`src/rtl/deser_sync_ctrl.sv`:
```
// deser_sync_ctrl: comma-based word aligner and lock controller for the
// 8-bit serial receive path. Bits arrive MSB-first; a comma is the COMMA
// pattern completing on an edge where DK is high.
//
// state  | meaning
// HUNT   | searching every bit offset for a comma
// CHECK  | comma seen; confirming further commas land on word boundaries
// LOCKED | aligned; emitting framed words, counting misaligned commas
module deser_sync_ctrl #(
    parameter logic [7:0] COMMA      = 8'hBC,
    parameter int         SYNC_COUNT = 3,
    parameter int         ERR_LIMIT  = 2
) (
    input  logic       clk,
    input  logic       reset,
    input  logic       data,
    input  logic       DK,
    output logic [7:0] out,
    output logic       out_DK,
    output logic       out_valid,
    output logic       locked,
    output logic       sync_lost,
    output logic [1:0] state
);
    localparam int GW = $clog2(SYNC_COUNT + 1);
    localparam int EW = $clog2(ERR_LIMIT + 1);
    localparam logic [GW:0] GOOD_MAX = (GW + 1)'(SYNC_COUNT);
    localparam logic [EW:0] BAD_MAX  = (EW + 1)'(ERR_LIMIT);

    typedef enum logic [1:0] {
        HUNT   = 2'd0,
        CHECK  = 2'd1,
        LOCKED = 2'd2
    } state_t;

    state_t        state_q, state_n;
    logic [2:0]    cnt_q, cnt_n;
    logic [GW-1:0] good_q, good_n;
    logic [EW-1:0] bad_q, bad_n;
    logic [7:0]    sr_q, sr_next;
    logic [GW:0]   good_inc;
    logic [EW:0]   bad_inc;
    logic          comma, boundary;
    logic [7:0]    out_n;
    logic          out_dk_n, valid_n, lost_n;

    assign state = state_q;

    // Next-state, counter and framed-output decisions for the current bit
    always_comb begin
        sr_next  = {sr_q[6:0], data};
        comma    = (sr_next == COMMA) && DK;
        boundary = (cnt_q == 3'd7);
        good_inc = {1'b0, good_q} + {{GW{1'b0}}, 1'b1};
        bad_inc  = {1'b0, bad_q} + {{EW{1'b0}}, 1'b1};

        state_n  = state_q;
        cnt_n    = cnt_q + 3'd1;
        good_n   = good_q;
        bad_n    = bad_q;
        out_n    = out;
        out_dk_n = out_DK;
        valid_n  = 1'b0;
        lost_n   = 1'b0;

        case (state_q)
            HUNT: begin
                if (comma) begin
                    state_n = CHECK;
                    good_n  = GW'(1);
                    cnt_n   = 3'd0;
                end
            end
            CHECK: begin
                if (comma) begin
                    cnt_n = 3'd0;
                    if (boundary) begin
                        if (good_inc >= GOOD_MAX) begin
                            state_n = LOCKED;
                            good_n  = GOOD_MAX[GW-1:0];
                            bad_n   = EW'(0);
                        end else begin
                            good_n = good_inc[GW-1:0];
                        end
                    end else begin
                        // comma at a new offset: restart confirmation there
                        good_n = GW'(1);
                    end
                end else if (boundary) begin
                    state_n = HUNT;
                    good_n  = GW'(0);
                end
            end
            LOCKED: begin
                if (boundary) begin
                    out_n    = sr_next;
                    out_dk_n = DK;
                    valid_n  = 1'b1;
                    if (comma) begin
                        bad_n = EW'(0);
                    end
                end else if (comma) begin
                    // no realignment while locked; only count the offense
                    if (bad_inc >= BAD_MAX) begin
                        state_n = HUNT;
                        lost_n  = 1'b1;
                        good_n  = GW'(0);
                        bad_n   = EW'(0);
                        cnt_n   = cnt_q;
                    end else begin
                        bad_n = bad_inc[EW-1:0];
                    end
                end
            end
            default: begin
                state_n = HUNT;
                good_n  = GW'(0);
                bad_n   = EW'(0);
            end
        endcase
    end

    // State, counters and registered outputs
    always_ff @(posedge clk or posedge reset) begin
        if (reset) begin
            state_q   <= HUNT;
            cnt_q     <= 3'd0;
            good_q    <= GW'(0);
            bad_q     <= EW'(0);
            sr_q      <= 8'h00;
            out       <= 8'h00;
            out_DK    <= 1'b0;
            out_valid <= 1'b0;
            locked    <= 1'b0;
            sync_lost <= 1'b0;
        end else begin
            state_q   <= state_n;
            cnt_q     <= cnt_n;
            good_q    <= good_n;
            bad_q     <= bad_n;
            sr_q      <= sr_next;
            out       <= out_n;
            out_DK    <= out_dk_n;
            out_valid <= valid_n;
            locked    <= (state_n == LOCKED);
            sync_lost <= lost_n;
        end
    end

endmodule

```
`config.mk`:
```
export PLATFORM = sky130hd
export DESIGN_NAME = deser_sync_ctrl
export DESIGN_NICKNAME = d
export VERILOG_FILES = /design/src/rtl/deser_sync_ctrl.sv
export SDC_FILE = /design/constraint.sdc
export NUM_CORES = 1
export LEC_CHECK = 0
export CORE_UTILIZATION = 47
export DETAILED_ROUTE_END_ITERATION = 8
export HOLD_SLACK_MARGIN = 0.12
export PLACE_DENSITY = 0.73
export SLEW_MARGIN = 20
export SYNTH_ARGS = -nofsm -noshare
export SYNTH_HDL_FRONTEND = slang
export SYNTH_SLANG_ARGS = --single-unit
```
`constraint.sdc`:
```
create_clock -name clk -period 1.6 [get_ports clk]
set_clock_uncertainty 0.2 [all_clocks]
set_input_delay 0.24 -clock clk [delete_from_list [all_inputs] [get_ports clk]]
set_output_delay 0.24 -clock clk [all_outputs]
set_load 0.02 [all_outputs]
```
Word level (Yosys, flattened, before mapping) --
Index checks and enable logic that the tools add are counted.
Word-level totals: register bits after elaboration 28
Operators by class: equal/unequal tests 14, muxes and demuxes 37, $add $sub $neg 3, bitwise logic cells 1, reduce and logical (&&, ||, !) cells 6, order comparisons 2
Operator list (count):
- 2-to-1 mux 2 bit | 23
- one-hot mux 2 bit (3 select lines) | 3
- inequality test 2 bit, second input constant | 7
- 2-to-1 mux 3 bit | 4
- AND reduction 5 bit | 2
- equality test 8 bit, second input constant | 1
- adder 2 x 1 -> 3 bit, second input constant | 2
- >= comparator 3 x 2 -> 1 bit, second input constant | 2
- 2-to-1 mux 1 bit | 6
- one-hot mux 3 bit (2 select lines) | 1
- equality test 2 bit, second input constant | 2
- inequality test 4 bit, second input constant | 1
- adder 3 x 1 -> 3 bit, second input constant | 1
- equality test 3 bit, second input constant | 1
- inequality test 3 bit, second input constant | 1
- equality test 2 x 1 -> 1 bit, second input constant | 1
- logical NOT 2 bit | 1
- AND reduction 2 bit | 1
- OR reduction 2 bit | 1
- logical AND 1 bit | 1
- NOT 1 bit | 1

Longest topological paths before layout --
Gate-level depths: netlist (run 1).
depth in word-level cells 7, mapped depth 7

Worst setup path after synthesis (run 1) --
No wires, ideal clock.
path type flip-flop to flip-flop, from register cnt_q[0], to register cnt_q[0], arrival 1.466 ns, setup time 0.127 ns, stages on the path, launching flop included 7, buffers on the path 1, slack -0.193 ns, cell sequence dfrtp_1 > ha_1 > ha_1 > buf_6 > or3_1 > a21oi_1 > o21ai_0
Between the ends: longest elaborated chain between the ends 5
RTL lines:
- start, declared | line 37 | logic [2:0] cnt_q, cnt_n;
- start signal, assigned | line 138 | cnt_q <= cnt_n;
- adder 3 x 1 -> 3 bit | line 58 | cnt_n = cnt_q + 3'd1;
- 2-to-1 mux 3 bit | line 104 | if (bad_inc >= BAD_MAX) begin
- 2-to-1 mux 3 bit | line 102 | end else if (comma) begin
- 2-to-1 mux 3 bit | line 95 | if (boundary) begin
- one-hot mux 3 bit (2 select lines) | line 66 | case (state_q)
Several ways; a longest one is shown, not always the timed one. The select of a mux whose other input is x is not followed. A chain may end at the register's enable or synchronous reset.

Final worst setup path (run 1) --
from register cnt_q[0], to register bad_q[0]
Between the ends: longest elaborated chain between the ends 3
RTL lines:
- equality test 3 bit (*) | line 53 | boundary = (cnt_q == 3'd7);
- inequality test 2 bit (no source line) or 2-to-1 mux 2 bit (tied branches)
- AND reduction 5 bit (no source line) or one-hot mux 2 bit (3 select lines) (tied branches)
- end signal, assigned | line 140 | bad_q <= bad_n;
- end, declared | line 39 | logic [EW-1:0] bad_q, bad_n;
Every way passes the cells marked *; elsewhere a longest branch is shown, timed or not.

==> impl_metrics.json, run 1 <==
{
  "status": "finished, violations left",
  "violations": "setup timing",
  "critPathKind": "flip-flop to flip-flop",
  "dieArea_um2": 2830,
  "grt_use_total": 0.205,
  "hp-class": "input pin to flip-flop",
  "synth_cell_types": 34,
  "overflow": 0,
  "final_nets": 152,
  "synth_fa_ha_area_frac": 0.0304,
  "synth_compound_area_frac": 0.108,
  "finalCritPeriodShare": 1.11,
  "netlist_area_um2": 1230,
  "worstMarginPinSlew_ps": 346,
  "die_w_um": 53.2,
  "route.detailed.drc": 0,
  "power.leakage_nw": 0.869,
  "setup_viol": 17,
  "arrival_ps": 1830,
  "viasPerCell": 5.38,
  "dr_total_vias": 936,
  "fillers": 174,
  "grt_antenna_before_repair": 0,
  "synthCells": 104,
  "drive_above_1_share": 0.396,
  "required_ps": 1650,
  "path_clk_slew_ps": 150,
  "powerDensity_nw_per_um2": 859,
  "detail-route-antenna-nets": 0,
  "worstSetupStartpointType": "flip-flop",
  "first_pass_iters": 4,
  "yosysTopAreaCell": "dfrtp_1",
  "clk-insertion-delay-late_ps": 320,
  "ios": 18,
  "dp_hpwl_um": 1720,
  "cts_buffers": 3,
  "port_buffers": 17,
  "fp.dieH_um": 53.2,
  "slew_violations": 0,
  "layout_setup_ws_ps": -176,
  "yosys-mux-area-fraction": 0.0903,
  "routed_wl_um": 2600,
  "crit_path_end_kind": "flip-flop",
  "start_util": 0.498,
  "place_congestion": 0.771,
  "total_power_mw": 1.47,
  "register_area_um2": 701,
  "min_period_ps": 1780,
  "yosysTopAreaCellShare": 0.568,
  "yosys_warnings": 0,
  "root_buffer": "clkbuf_4",
  "synth_fp_nets": 111,
  "ir_worst_vdd_mv": 0.682,
  "fin_setup_tns_ps": -1520,
  "clock.fmax_ghz": 0.563,
  "diodes": 0,
  "hp-start": "data",
  "crit_start": "cnt_q[0]",
  "synth_top_family_by_area": "simple AND/OR/NAND/NOR gates",
  "synth_area_leaders": "dfrtp_1 57%, mux2_2 8.2%, ha_1 3.0%, o21ai_0 2.4%, inv_1 2.1%",
  "multiInputGateArea_um2": 553,
  "grt_pass1_vias": 912,
  "maxSlewHeadroom": 0.770,
  "cts_buffer_depth": 2,
  "routed_wire_length_per_instance_um": 14.9,
  "syn_area_per_cell_um2": 11.9,
  "cts_sinks": 28,
  "critPathMaxFanout": 6,
  "grt_max_degree": 29,
  "synth-seq-area-share": 0.568,
  "drtIter0Drc": 19,
  "cts_max_level": 1,
  "synth-seq-cells": 28,
  "area_growth_pct": 38.6,
  "synth_xor_area_frac": 0,
  "cts_tree": "done",
  "r2r-start": "cnt_q[0]",
  "hold_viol": 0,
  "grt_pass1_wl_um": 4090,
  "core_um2": 2480,
  "synthSimpleGateAreaFrac": 0.155,
  "rsz0062_at_grt": "true",
  "num_rows": 18,
  "drv_cap": 0
}
## routing by layer
metal / vias up / wire length [um] / GRT usage
li1: 457 / - / -
met1: 455 / 1300 / 0.276
met2: 22 / 1190 / 0.327
met3: 2 / 98 / 0.0402
met4: 0 / 15 / 0.0702
met5: - / 0 / 0
## where the power goes
part | internal, mW | switching [mW]
logic | 0.115 | 0.102
clock network | 0.253 | 0.206
registers | 0.757 | 0.0368
total | 1.12 | 0.344
## layout make-up
| type | count | area share |
|---|---|---|
| timing repair buffer | 40 | 0.199 |
| tap | 30 | 0.0219 |
| clock inverter | 1 | 0.0176 |
| clock buffer | 3 | 0.0132 |
| inverter | 7 | 0.0154 |
| sequential | 28 | 0.410 |
| multi-input combinational | 65 | 0.323 |
## final timing paths
| check | end | slack, ps | cells past startpoint |
|---|---|---|---|
| worst min register to register | sr_q[2] | 210 | 0 |
| worst max-delay path | bad_q[0] | -180 | 7 |
| max in group asynchronous | good_q[0] | 330 | 4 |
| worst min-delay path | sr_q[0] | 190 | 1 |
| worst max register to register | bad_q[0] | -180 | 7 |
| min in group asynchronous | cnt_q[1] | 620 | 4 |
## synthesized netlist by cell type
master / number
nand2_2: 1
a22o_1: 1
inv_1: 7
ha_1: 3
and2_2: 1
buf_4: 1
nand4_1: 4
a41oi_1: 1
nand2_1: 6
nor2_1: 5
o22ai_1: 2
or3_1: 1
o21a_1: 1
a21oi_1: 4
and2b_1: 1
nand3_2: 1
nand2b_1: 1
o221ai_2: 1
nor3_1: 2
a221oi_2: 1
and3b_2: 1
buf_6: 2
a21o_1: 1
and3_1: 2
or2_2: 1
and4bb_2: 1
dfrtp_1: 28
clkbuf_1: 1
mux2i_1: 1
o21ai_0: 6
and4_2: 1
nand3_1: 4
mux2_2: 9
a22oi_1: 1
## cells by family after synthesis
group | after synthesis
AOI/OAI and AO/OA | 19
adders and majority gates | 3
buffers and inverters | 11
DFF | 28
muxes | 10
and+or+nand+nor | 33
## cells in the final DEF, fill, tap and decap left out, drive strengths merged, types with 2 or more instances in the layout
cell type and count:
nor2 5, nor3 2, o22ai 2, buf 22, clkdlybuf4s50 3, a21oi 4
clkbuf 3, dlygate4sd2 14, o21ai 6, inv 7, nand4 4, ha 3
and3 2, nand3 5, mux2 9, nand2 7, dfrtp 28
## registers in the layout (all words and copies together), names as in the netlist
name	count
locked	1
good_q	2
out_DK	1
cnt_q	3
state	2
sr_q	7
sync_lost	1
bad_q	2
out_valid	1
out	8
## critical path: stages, from the launching register on
cell and delay [ps]:
dfrtp_1 420, ha_2 210, ha_4 190, buf_4 160, and3_1 170, a41oi_2 160, a21oi_1 60, o22ai_1 140
## repair_timing
action,in CTS,in global routing
pin swaps,7,9
hold buffers,1,0
resized for setup,24,5
endpoints found under the setup margin,31,19
buffers inserted,4,1
endpoints found under the hold margin,28,0
## per-stage QoR
stage / cell area (um^2) / util / setup WS [ps] / cells / hold WS [ps]
after floorplan: 1260 / - / -57.2 / 104 / 71.4
after global placement: 1580 / 0.636 / -373 / 164 / 176
after detailed placement: 1580 / 0.636 / -433 / 164 / 180
after CTS: 1690 / 0.680 / -167 / 173 / 172
after global routing: 1710 / 0.690 / -208 / 174 / 174
final: 1710 / 0.690 / -176 / 174 / 189
Power figures use the tool's default switching activity.
==> inputs of run 2 (changes only) <==
Settings changed: SKIP_LAST_GASP set to 1.
==> impl_metrics.json, run 2 (same netlist as run 1, synthesis figures left out) <==
{
  "status": "finished, violations left",
  "violations": "setup timing",
  "grt_use_total": 0.205,
  "final_area_um2": 1710,
  "powerDensity_nw_per_um2": 856,
  "worstSetupStartpointType": "flip-flop",
  "path_clk_slew_ps": 150,
  "cts_sinks": 28,
  "hold_viol": 0,
  "ios": 18,
  "route.detailed.drc": 0,
  "grt_max_degree": 29,
  "min_period_ps": 1780,
  "cts_buffer_depth": 2,
  "final_cell_mix": "28 x dfrtp_1, 20 x buf_4, 14 x dlygate4sd2_1, 9 x mux2_2, 7 x inv_1",
  "power.leakage_nw": 0.863,
  "dr_total_vias": 938,
  "fin_util": 0.692,
  "hp-class": "input pin to flip-flop",
  "core_um2": 2480,
  "critPathKind": "flip-flop to flip-flop",
  "drtIter0Drc": 25,
  "dp_hpwl_um": 1720,
  "clock.fmax_ghz": 0.563,
  "cts_max_level": 1,
  "cts_tree": "done",
  "viasPerCell": 5.39,
  "pre_cts_slack_ps": -433,
  "fp.dieH_um": 53.2,
  "final_nets": 152,
  "grt_antenna_before_repair": 0,
  "grt_pass1_vias": 912,
  "diodes": 0,
  "finalCritPeriodShare": 1.11,
  "maxSlewHeadroom": 0.768,
  "first_pass_iters": 4,
  "drive_above_1_share": 0.396,
  "area_growth_pct": 38.9,
  "dieArea_um2": 2830,
  "cts_buffers": 3,
  "final_cells": 174,
  "reg_top3": "out x8, sr_q x7, cnt_q x3",
  "overflow": 0,
  "num_rows": 18,
  "root_buffer": "clkbuf_4",
  "rsz0062_at_grt": "true",
  "crit_path_end_kind": "flip-flop",
  "clk-insertion-delay-late_ps": 320,
  "dpl_cell_area_um2": 1580,
  "routed_wl_um": 2580,
  "layout_setup_ws_ps": -178,
  "required_ps": 1650,
  "largest_reg_flops": 8,
  "start_util": 0.498,
  "ir_worst_vdd_mv": 0.684,
  "routed_wire_length_per_instance_um": 14.8,
  "placed_cells": 164,
  "drv_cap": 0,
  "grt_pass1_wl_um": 4090,
  "port_buffers": 17,
  "die_w_um": 53.2,
  "worstMarginPinSlew_ps": 347,
  "setup_viol": 16,
  "arrival_ps": 1830,
  "critPathMaxFanout": 6,
  "largest-register": "out",
  "final_common_cell": "dfrtp_1",
  "place_congestion": 0.771,
  "detail-route-antenna-nets": 0,
  "slew_violations": 0
}
run 2: layout make-up:
cell class	instances	area (um^2)
Clock buffer	3	22.5
Clock inverter	1	30.0
Fill cell	176	763
Inverter	7	26.3
Multi-Input combinational cell	65	553
Sequential cell	28	701
Tap cell	30	37.5
Timing Repair Buffer	40	344
run 2: final timing paths:
| kind | depth (start not counted) | to | from | slack (ps) |
|---|---|---|---|---|
| max in group asynchronous | 4 | bad_q[1] | reset | 320 |
| setup reg to reg | 6 | good_q[1] | cnt_q[0] | -180 |
| setup / recovery | 6 | good_q[1] | cnt_q[0] | -180 |
| hold reg to reg | 0 | sr_q[2] | sr_q[1] | 210 |
| min in group asynchronous | 4 | cnt_q[1] | reset | 620 |
| hold / removal | 1 | sr_q[0] | data | 190 |
run 2: metal layers:
layer  GRT usage  up-vias  wire, um
met5           0        -         0
met4      0.0702        0        15
met3      0.0402        2        88
met2       0.327       20      1240
met1       0.276      458      1230
li1            -      458         -
run 2: report_power, final:
group / total [mW] / leakage [nW] / switching [mW] / internal [mW]
registers: 0.794 / 0.357 / 0.0378 / 0.757
clock network: 0.458 / 0.0279 / 0.205 / 0.253
logic: 0.215 / 0.479 / 0.101 / 0.114
total: 1.47 / 0.863 / 0.344 / 1.12
run 2: metrics by stage:
stage | power, mW | setup TNS (ps) | hold slack [ps]
2_1_floorplan | 0.909 | -669 | 71.4
3_3_place_gp | 0.966 | -4050 | 176
3_5_place_dp | 0.974 | -4270 | 180
4_1_cts | 1.47 | -1310 | 172
5_1_grt | 1.54 | -2150 | 174
6_report | 1.47 | -1560 | 188
run 2: timing repair:
| item | in CTS | in global routing |
|---|---|---|
| gates resized for setup | 24 | 6 |
| setup endpoints to repair | 31 | 19 |
| hold buffers | 1 | 0 |
| buffers inserted | 4 | 1 |
| pin swaps | 6 | 9 |
| hold endpoints to repair | 28 | 0 |
run 2: critical path, stage by stage, from the launching register on:
cell and delay, ps:
dfrtp_1 420, ha_2 210, ha_4 190, o21ai_2 130, and4_4 240, o221ai_2 100, a221oi_2 210
==> inputs of run 3 (changes only) <==
Settings changed: CORE_UTILIZATION 47 to 50, CTS_BUF_LIST set to sky130_fd_sc_hd__clkbuf_4, PLACE_DENSITY 0.73 to 0.77.
==> impl_metrics.json, run 3 (same netlist as run 1, synthesis figures left out) <==
{
  "grt_pass1_vias": 1022,
  "fp.dieH_um": 51.7,
  "r2r-start": "cnt_q[1]",
  "root_buffer": "clkbuf_4",
  "port_buffers": 17,
  "critPathKind": "flip-flop to flip-flop",
  "critPathMaxFanout": 6,
  "diodes": 0,
  "start_util": 0.542,
  "worstSetupStartpointType": "flip-flop",
  "path_clk_slew_ps": 130,
  "setup_viol": 18,
  "ir_worst_vdd_mv": 0.817,
  "cts_max_level": 1,
  "final_common_cell": "dfrtp_1",
  "hold_end": "sr_q[0]",
  "powerDensity_nw_per_um2": 849,
  "finalCritPeriodShare": 1.13,
  "drive_above_1_share": 0.448,
  "grt_max_degree": 29,
  "area_growth_pct": 42.2,
  "drtIter0Drc": 20,
  "dieArea_um2": 2670,
  "first_pass_iters": 4,
  "r2r_setup_slack_ps": -210,
  "core_um2": 2280,
  "grt_use_total": 0.258,
  "reg2reg_depth": 6,
  "fin_util": 0.771,
  "place_congestion": 0.762,
  "overflow": 0,
  "grt_antenna_before_repair": 0,
  "dp_hpwl_um": 1840,
  "r2r-end": "cnt_q[0]",
  "layout_setup_ws_ps": -212,
  "hp-class": "input pin to flip-flop",
  "num_rows": 17,
  "clk-insertion-delay-late_ps": 340,
  "dr_total_vias": 995,
  "dpl_cell_area_um2": 1550,
  "ios": 18,
  "required_ps": 1630,
  "routed_wl_um": 3160,
  "min_period_ps": 1810,
  "arrival_ps": 1840,
  "hold_depth": 1,
  "final_nets": 153,
  "largest-register": "out",
  "detail-route-antenna-nets": 0,
  "cts_buffer_depth": 2,
  "status": "finished, violations left",
  "hp-start": "data",
  "crit_path_end_kind": "flip-flop",
  "rsz0062_at_grt": "true",
  "worstMarginPinSlew_ps": 344,
  "slew_violations": 0,
  "die_w_um": 51.7,
  "viasPerCell": 5.75,
  "final_area_um2": 1750,
  "grt_pass1_wl_um": 4910,
  "clock.fmax_ghz": 0.552,
  "maxSlewHeadroom": 0.770,
  "cts_sinks": 28,
  "reg_top3": "out x8, sr_q x7, cnt_q x3",
  "violations": "setup timing",
  "final_cell_mix": "28 x dfrtp_1, 21 x buf_4, 14 x dlygate4sd2_1, 9 x mux2_2, 6 x inv_1",
  "power.leakage_nw": 0.894,
  "drv_cap": 0,
  "cts_tree": "done",
  "routed_wire_length_per_instance_um": 18.2,
  "cts_buffers": 3,
  "route.detailed.drc": 0,
  "hold_viol": 0,
  "largest_reg_flops": 8
}
run 3: area by class of cell:
cell class / count / area, um^2
Multi-Input combinational cell: 65 / 597
Inverter: 7 / 26.3
Fill cell: 139 / 522
Tap cell: 28 / 35.0
Sequential cell: 28 / 701
Timing Repair Buffer: 41 / 343
Clock buffer: 3 / 22.5
Clock inverter: 1 / 30.0
run 3: what timing repair did:
action	4_1_cts	5_1_grt
setup buffers	5	3
setup endpoints to repair	34	20
pin swaps	9	5
gates resized for setup	30	12
endpoints found under the hold margin	28	0
hold buffers	1	0
run 3: metrics by stage:
step / worst slack, ps / TNS [ps] / hold slack (ps) / cells / total power, mW
2_1_floorplan: -57.2 / -669 / 71.4 / 104 / 0.909
3_3_place_gp: -337 / -3740 / 176 / 160 / 0.975
3_5_place_dp: -411 / -4680 / 182 / 160 / 0.989
4_1_cts: -187 / -1700 / 188 / 170 / 1.47
5_1_grt: -259 / -3260 / 172 / 173 / 1.57
6_report: -212 / -2150 / 188 / 173 / 1.49
run 3: where the power goes:
part,switching (mW),total (mW),internal [mW]
clock network,0.203,0.457,0.254
logic,0.110,0.232,0.122
registers,0.0435,0.800,0.757
run 3: per-layer routing:
metal  share of wire  track usage
met3           0.029       0.0643
met5               0            0
met4           0.034       0.0991
met2            0.50        0.422
met1            0.43        0.328
run 3: how the worst max path moves through the flow:
stage / cells after the start / startpoint / end
2_1_floorplan: 6 / cnt_q[0] / cnt_q[0]
3_3_place_gp: 6 / data / locked
3_5_place_dp: 6 / data / bad_q[0]
4_1_cts: 6 / cnt_q[1] / good_q[1]
5_1_grt: 6 / cnt_q[1] / good_q[1]
6_report: 6 / cnt_q[1] / cnt_q[0]
run 3: worst max-delay path: stages (launching register included):
cell and delay [ps]:
dfrtp_1 420, ha_2 220, ha_4 190, buf_6 120, or3_4 360, a21oi_2 140, o21ai_2 60
==> RTL edit (config.mk and constraints of run 2) <==
Take the reset off `sr_q` and load it in a clocked block of its own.
--- a/src/rtl/deser_sync_ctrl.sv
+++ b/src/rtl/deser_sync_ctrl.sv
@@ -127,7 +127,6 @@
             cnt_q     <= 3'd0;
             good_q    <= GW'(0);
             bad_q     <= EW'(0);
-            sr_q      <= 8'h00;
             out       <= 8'h00;
             out_DK    <= 1'b0;
             out_valid <= 1'b0;
@@ -138,7 +137,6 @@
             cnt_q     <= cnt_n;
             good_q    <= good_n;
             bad_q     <= bad_n;
-            sr_q      <= sr_next;
             out       <= out_n;
             out_DK    <= out_dk_n;
             out_valid <= valid_n;
@@ -147,5 +145,9 @@
         end
     end
 
+    always_ff @(posedge clk) begin
+        sr_q <= sr_next;
+    end
+
 endmodule
 
Function: changed (Yosys sat finds a counterexample within 10 cycles, from zero or initial values and one cycle with reset high).
==> RTL edit against run 2 <==
  * The run still ends with negative setup slack left
  * Highest routed layer unchanged
  * Routed wire length down 3.5%
  * Non-clock buffer count is 2 lower
  * Design area down 3.1%
  * Cell count decreased by 2.3%
  * Sequential cell count did not move
  * Largest power group unchanged
  * Worst setup slack improved by 0.0053 ns
  * Count of clock-buffer cells in the layout grew 1
  * Sequential power hardly changed
  * Synthesized area down 2.8%
  * Total power shrank 4.6%
  * Die area shrank 2.7%
==> RTL edit: results (changes against run 2) <==
metric	value	unit	change
outcome	finished with violations		unchanged
violations	negative setup slack		unchanged
synth_fa_ha_area_frac	0.0313		was 0.0304
avgViaCountPerCell	5.32		was 5.39
ir_drop	629	uV	was 684 uV
setup_violations	15		was 16
leakagePower	0.000844	uW	was 0.000863 uW
place_congestion	0.896		was 0.771
hold_depth	0		was 1
synthTopCellsByCount	dfrtp_1 (21), mux2_2 (9), dfxtp_1 (7), inv_1 (7)		was dfrtp_1 (28), mux2_2 (9), inv_1 (7)
synth-async-reset-ratio	0.750		was 1.00
fin_nets	150		was 152
synthDistinctLibCells	35		was 34
setup_tns	-1.18	ns	was -1.56 ns
cts_resized	22		was 24
hp-class	flop to flop		was primary input to flop
powerDensity	843	mW/mm^2	was 856 mW/mm^2
worst_path_dominant_cell_family	flip-flops		was compound AO/OA/AOI/OAI gates
pre_cts_ws	-0.393	ns	was -0.433 ns
grt_max_degree	22		was 29
crit_arrival	1.86	ns	was 1.83 ns
cp_max_fo	7		was 6
drive_above_1_share	0.408		was 0.396
synth_compound_area_frac	0.111		was 0.108
tightest_slew	0.273	ns	was 0.347 ns
drtIter0Drc	6		was 25
placed_area	0.00151	mm^2	was 0.00158 mm^2
synthMuxAreaShare	0.0929		was 0.0903
worst_slack	-0.172	ns	was -0.178 ns
RTL edit: layer usage:
metal,share of wire,vias up,GRT usage
li1,-,444,-
met1,0.48,438,0.300
met2,0.47,16,0.306
met3,0.027,6,0.0464
met4,0.016,0,0.0746
met5,0,-,0
RTL edit: worst paths after layout:
| path | start | to | slack, ns |
|---|---|---|---|
| max | cnt_q[1]$_DFFE_PP0P_ | good_q[0]$_DFFE_PP0P_ | -0.17 |
| min | sr_q[4]$_DFF_P_ | sr_q[5]$_DFF_P_ | 0.17 |
| max reg2reg | cnt_q[1]$_DFFE_PP0P_ | good_q[0]$_DFFE_PP0P_ | -0.17 |
| min reg2reg | sr_q[4]$_DFF_P_ | sr_q[5]$_DFF_P_ | 0.17 |
| max in group asynchronous | reset | bad_q[1]$_DFFE_PP0P_ | 0.40 |
| min in group asynchronous | reset | good_q[1]$_DFFE_PP0P_ | 0.58 |
RTL edit: layout make-up:
cell class	instances	share of cell area
sequential	28	0.401
tap	28	0.0211
timing repair buffer	38	0.188
inverter	7	0.0158
clock buffer	4	0.0286
multi-input combinational	65	0.345
RTL edit: through the flow:
| step | total power [uW] | hold WS (ns) | instances |
|---|---|---|---|
| finish | 1400 | 0.167 | 170 |
| global route | 1470 | 0.167 | 170 |
| CTS | 1390 | 0.174 | 169 |
| detailed placement | 961 | 0.156 | 160 |
| global placement | 951 | 0.150 | 160 |
| floorplan | 905 | 0.0165 | 104 |
RTL edit: kinds of logic (layout without fill, tap and decap cells):
group                      Yosys count  after routing
AOI/OAI and AO/OA                   19             19
and+or+nand+nor                     33             33
adders and majority gates            3              3
DFF                                 28             28
muxes                               10             10
buffers and inverters               11             49
RTL edit: power breakdown:
part	internal, uW	switching (uW)
combinational	111	95.4
sequential	755	37.1
clock	191	211
